==> src/rtl/t05_spi_sched_pkg.sv <==
// ---------------------------------------------------------------------------
// t05_spi_sched_pkg
// Shared definitions for the SPI bit scheduler: the scheduler FSM state
// encoding and the default packed word width.
// ---------------------------------------------------------------------------
package t05_spi_sched_pkg;

    typedef enum logic [1:0] {
        S_IDLE,
        S_HDR,
        S_DAT,
        S_FLUSH
    } sched_state_t;

    localparam int BYTE_W_DEF = 8;

endpackage

==> src/rtl/t05_bit_packer.sv <==
// ---------------------------------------------------------------------------
// t05_bit_packer
// Packs serial bits MSB-first into BYTE_W-bit words and presents them on a
// valid/ready output register. It can also zero-pad and emit a partial word.
//
// Ports:
//   clk, rst    - clock, synchronous active-low reset
//   bit_in      - serial data bit
//   bit_en      - bit_in is offered this cycle (taken unless stall)
//   pad         - emit the partial word zero-padded, once the output is free
//   byte_out    - packed word
//   byte_valid  - byte_out holds an undelivered word
//   byte_ready  - consumer takes byte_out this cycle
//   stall       - the offered bit cannot be taken this cycle
//   bit_cnt     - number of bits currently held in the partial word
// ---------------------------------------------------------------------------
module t05_bit_packer
    import t05_spi_sched_pkg::*;
#(
    parameter int BYTE_W = BYTE_W_DEF
) (
    input  logic                      clk,
    input  logic                      rst,
    input  logic                      bit_in,
    input  logic                      bit_en,
    input  logic                      pad,
    output logic [BYTE_W-1:0]         byte_out,
    output logic                      byte_valid,
    input  logic                      byte_ready,
    output logic                      stall,
    output logic [$clog2(BYTE_W)-1:0] bit_cnt
);

    localparam int CNT_W = $clog2(BYTE_W);
    localparam logic [CNT_W-1:0] LAST_POS = CNT_W'(BYTE_W - 1);

    logic [BYTE_W-1:0] shreg;
    logic              accept;
    logic              byte_full;
    logic              pad_load;
    logic              load;

    // Only the bit that completes a word needs the output register, so only
    // that bit can be held off; a same-cycle drain frees the register in time.
    assign stall     = (bit_cnt == LAST_POS) && byte_valid && !byte_ready;
    assign accept    = bit_en && !stall;
    assign byte_full = accept && (bit_cnt == LAST_POS);
    assign pad_load  = pad && (bit_cnt != '0) && (!byte_valid || byte_ready);
    assign load      = byte_full || pad_load;

    // shreg is cleared whenever its contents move to the output register, so
    // the unused low bits of a partial word are already zero when padding.
    always_ff @(posedge clk) begin
        if (!rst) begin
            shreg      <= '0;
            bit_cnt    <= '0;
            byte_out   <= '0;
            byte_valid <= 1'b0;
        end else begin
            if (byte_full) begin
                byte_out <= {shreg[BYTE_W-1:1], bit_in};
                shreg    <= '0;
                bit_cnt  <= '0;
            end else if (accept) begin
                shreg[LAST_POS - bit_cnt] <= bit_in;
                bit_cnt                   <= bit_cnt + 1'b1;
            end else if (pad_load) begin
                byte_out <= shreg;
                shreg    <= '0;
                bit_cnt  <= '0;
            end

            if (load) begin
                byte_valid <= 1'b1;
            end else if (byte_ready) begin
                byte_valid <= 1'b0;
            end
        end
    end

endmodule

==> src/rtl/t05_spi_bit_scheduler.sv <==
// ---------------------------------------------------------------------------
// t05_spi_bit_scheduler
// Shares one SPI byte-write port between a header bit stream and an encoded
// data bit stream. Whole bursts are granted with fixed priority (header
// first); granted bits are packed MSB-first into bytes, and a flush pads and
// emits any remaining partial byte.
//
// Ports:
//   clk, rst                                   - clock, sync active-low reset
//   hdr_req/hdr_bit_valid/hdr_bit/hdr_last     - header producer
//   hdr_grant                                  - header owns the channel
//   dat_req/dat_bit_valid/dat_bit/dat_last     - data producer
//   dat_grant                                  - data owns the channel
//   stall                                      - granted producer must hold
//   flush, flush_done                          - pad request / completion
//   byte_out, byte_valid, byte_ready           - SPI byte handshake
//   busy                                       - not idle or a byte pending
// ---------------------------------------------------------------------------
module t05_spi_bit_scheduler
    import t05_spi_sched_pkg::*;
#(
    parameter int BYTE_W = BYTE_W_DEF
) (
    input  logic              clk,
    input  logic              rst,
    input  logic              hdr_req,
    input  logic              hdr_bit_valid,
    input  logic              hdr_bit,
    input  logic              hdr_last,
    output logic              hdr_grant,
    input  logic              dat_req,
    input  logic              dat_bit_valid,
    input  logic              dat_bit,
    input  logic              dat_last,
    output logic              dat_grant,
    output logic              stall,
    input  logic              flush,
    output logic              flush_done,
    output logic [BYTE_W-1:0] byte_out,
    output logic              byte_valid,
    input  logic              byte_ready,
    output logic              busy
);

    sched_state_t              state;
    logic                      cur_valid;
    logic                      cur_bit;
    logic                      cur_last;
    logic                      accepted;
    logic [$clog2(BYTE_W)-1:0] bit_cnt;

    // Route the granted stream to the packer; the other stream is ignored.
    always_comb begin
        cur_valid = 1'b0;
        cur_bit   = 1'b0;
        cur_last  = 1'b0;
        case (state)
            S_HDR: begin
                cur_valid = hdr_bit_valid;
                cur_bit   = hdr_bit;
                cur_last  = hdr_last;
            end
            S_DAT: begin
                cur_valid = dat_bit_valid;
                cur_bit   = dat_bit;
                cur_last  = dat_last;
            end
            default: ;
        endcase
    end

    assign accepted  = cur_valid && !stall;
    assign hdr_grant = (state == S_HDR);
    assign dat_grant = (state == S_DAT);
    assign busy      = (state != S_IDLE) || byte_valid;

    // Burst arbitration and flush sequencing. A flush coinciding with a
    // request loses to the request. Flush completes only once the packer is
    // empty and the output register has drained.
    always_ff @(posedge clk) begin
        if (!rst) begin
            state      <= S_IDLE;
            flush_done <= 1'b0;
        end else begin
            flush_done <= 1'b0;
            case (state)
                S_IDLE: begin
                    if (hdr_req) begin
                        state <= S_HDR;
                    end else if (dat_req) begin
                        state <= S_DAT;
                    end else if (flush) begin
                        state <= S_FLUSH;
                    end
                end
                S_HDR, S_DAT: begin
                    if (accepted && cur_last) begin
                        state <= S_IDLE;
                    end
                end
                S_FLUSH: begin
                    if ((bit_cnt == '0) && !byte_valid) begin
                        flush_done <= 1'b1;
                        state      <= S_IDLE;
                    end
                end
                default: state <= S_IDLE;
            endcase
        end
    end

    t05_bit_packer #(
        .BYTE_W (BYTE_W)
    ) u_packer (
        .clk        (clk),
        .rst        (rst),
        .bit_in     (cur_bit),
        .bit_en     (cur_valid),
        .pad        (state == S_FLUSH),
        .byte_out   (byte_out),
        .byte_valid (byte_valid),
        .byte_ready (byte_ready),
        .stall      (stall),
        .bit_cnt    (bit_cnt)
    );

endmodule

==> config.mk <==
export PLATFORM = sky130hd
export DESIGN_NAME = t05_spi_bit_scheduler
export DESIGN_NICKNAME = d
export VERILOG_FILES = /design/src/rtl/t05_spi_sched_pkg.sv /design/src/rtl/t05_bit_packer.sv /design/src/rtl/t05_spi_bit_scheduler.sv
export SDC_FILE = /design/constraint.sdc
export NUM_CORES = 1
export LEC_CHECK = 0
export CAP_MARGIN = 25
export CORE_MARGIN = 2
export CORE_UTILIZATION = 30
export CTS_CLUSTER_DIAMETER = 120
export DETAILED_ROUTE_END_ITERATION = 8
export PLACE_DENSITY = 0.51
export SYNTH_ARGS = -nofsm -noshare
export SYNTH_HDL_FRONTEND = slang
export SYNTH_SLANG_ARGS = --single-unit
==> constraint.sdc <==
create_clock -name clk -period 3.2 [get_ports clk]
set_input_delay 0.64 -clock clk [delete_from_list [all_inputs] [get_ports clk]]
set_output_delay 0.64 -clock clk [all_outputs]
set_load 0.01 [all_outputs]
==> flow_metrics.tcl <==
set metrics [dict create \
    end_kind "primary output" \
    die_y_um 66.6 \
    overflow 0 \
    fmax_ghz 0.384 \
    initial_core_util_pct 31.7 \
    regArea_um2 460 \
    instances_no_fill 209 \
    synth-seq-cells 23 \
    cts_sinks 23 \
    arrival_ns 1.96 \
    dp_slack_ns 0.592 \
    final_common_cell "clkdlybuf4s50_1" \
    synth_compound_area_share_pct 25.7 \
    mostFrequentLayoutCells "25 x clkdlybuf4s50_1, 23 x dfxtp_1, 20 x a21oi_1" \
    ctsHoldBuffers 0 \
    netlist_instances 136 \
    synth.area.top_cells "dfxtp_1 39%, a21oi_1 8.5%, ha_1 7.4%" \
    area_growth_syn_to_layout_pct 28.5 \
    worstSetupStartpointType "input pin" \
    cts.htree.levels 1 \
    min_path_type "register to register" \
    synthMuxAreaShare_pct 1.70 \
    path_clk_slew_ns 0.09 \
    yosysTopAreaCell "dfxtp_1" \
    rr_startpoint "state[0]" \
    rsz0062_at_grt "no" \
    ant_nets 0 \
    hold_ws_ns 0.467 \
    period_share_pct 81.4 \
    netlist_area_um2 1180 \
    synth_top_area_share_pct 39.1 \
    cts-root-buf "clkbuf_8" \
    cts_tree "yes" \
    rows 22 \
    cts.repair.resized 0 \
    maxSlewViolCount 0 \
    power_density_nw_per_um2 515 \
    finalSetupTns_ns 0 \
    dpl_cell_area_um2 1470 \
    final_util_pct 40.7 \
    port-buffer-count 25 \
    crit_path_max_fanout 5 \
    setup_violations 0 \
    irDropWorstVdd_v 0.000316 \
    syn_area_per_cell_um2 8.66 \
    yosys.area_share.simple_pct 21.1 \
    synth_top_family_by_area "compound AO/OA/AOI/OAI gates" \
    wirelength_um 2790 \
    yosys.area_share.adder_pct 7.44 \
    crit_required_ns 2.56 \
    placedCellCount 205 \
    clock_skew_ns 0.00670 \
    n_fill_cell 404 \
    post-cts-setup-buffers 0 \
    io_pins 26 \
    power_mw 0.779 \
    tightest_slew_ns 0.678 \
    ys_warn_count 0 \
    drc 0 \
    outcome "complete, no violations" \
    critPathKind "input pin to primary output" \
    synth-xor-area-share_pct 0 \
    syn_nets 155 \
    dieArea_um2 4440 \
    p_leak_nw 0.502 \
    grt_pass1_vias 1080 \
    slew_headroom_pct 54.8 \
    fin_ws_ns 0.595 \
    crit_path_start "byte_ready" \
    drt_iter0_markers 94 \
    gp_congestion 0.775 \
    antenna_found_initial 0 \
    drv.max_cap_violation_count 0 \
    yosysUniqueCellTypes 30 \
    cts_max_path_buffers 2 \
    wl_per_cell_um 13.3 \
    dr.pass1.iters 6 \
    layout.nets 181 \
    core_area_um2 3720 \
    final-hold-violation-count 0 \
    ys_seq_area_share_pct 39.1 \
    dieWidth_um 66.6 \
    num_vias 1091 \
    multi_input_area_um2 659 \
    finalCriticalPeriod_ns 2.60 \
    drive_above_1_share_pct 4.97 \
    numCtsBuffers 3 \
    vias_per_cell 5.22 \
    layout.cell_area.non_filler_um2 1510 \
    grt_pass1_wl_um 4990 \
    grt_use_total_pct 14.4 \
    dp_hpwl_um 2110 \
    min-delay-start "u_packer.byte_out[4]" \
    grt_max_degree 17 \
    clock_latency_ns 0.26 \
    antenna_cells 0 \
]
==> cells in the mapped netlist <==
cell type and instances:
a21oi_1 20, o211ai_1 6, o21ai_0 8, and4_2 1, nor3_1 2, a22oi_1 2
o2111ai_2 1, nand2_1 13, a22o_1 1, nand3_1 12, inv_1 7, nand2b_1 3
clkinv_1 1, nor4b_1 1, nand4_1 2, a2bb2oi_1 1, buf_2 1, a31oi_1 1
mux2i_1 2, or4_1 4, o2111a_1 1, buf_6 1, or3_1 4, o311ai_0 4
a22o_4 1, clkbuf_1 3, nand3b_1 2, ha_1 7, nand3_2 1, dfxtp_1 23
==> cell families after synthesis <==
group                    count (synthesis)
buffers and inverters                   13
adder cells (fa/ha/maj)                  7
flip-flops                              23
AND/OR/NAND/NOR                         45
AO/OA/AOI/OAI                           46
multiplexers                             2
==> final cells by class <==
class	instances	area share, %
Clock buffer	4	2.98
Inverter	8	1.99
Multi-Input combinational cell	100	43.6
Sequential cell	23	30.4
Tap cell	48	3.97
Timing Repair Buffer	26	17.0
==> sequential cells by signal, indices dropped and copies added, names as in the netlist <==
register and flops:
state 2, u_packer.byte_out 8, u_packer.shreg 8, flush_done 1
u_packer.byte_valid 1, u_packer.bit_cnt 3
==> worst max-delay path: stages <==
cell and delay (ns):
clkdlybuf4s50_1 0.41, nand3b_1 0.25, inv_1 0.12, clkdlybuf4s50_1 0.54
==> routing by layer <==
metal	global-route usage (%)	share of wire (%)
met1	18.4	50
met2	24.9	47
met3	1.69	2.3
met4	5.10	0.68
met5	0	0
==> report_power, final <==
part           internal, mW  switching [mW]  total, mW
registers             0.300          0.0151      0.315
logic                 0.125           0.157      0.282
clock network        0.0888          0.0929      0.182
==> path summary, 6_finish.rpt <==
path / end / slack [ns] / depth (start not counted)
setup / recovery: stall / 0.60 / 4
hold reg to reg: u_packer.byte_out[4] / 0.47 / 2
hold / removal: u_packer.byte_out[4] / 0.47 / 2
setup reg to reg: u_packer.shreg[6] / 1.05 / 6
No activity file was read; power rests on OpenSTA's default activity.
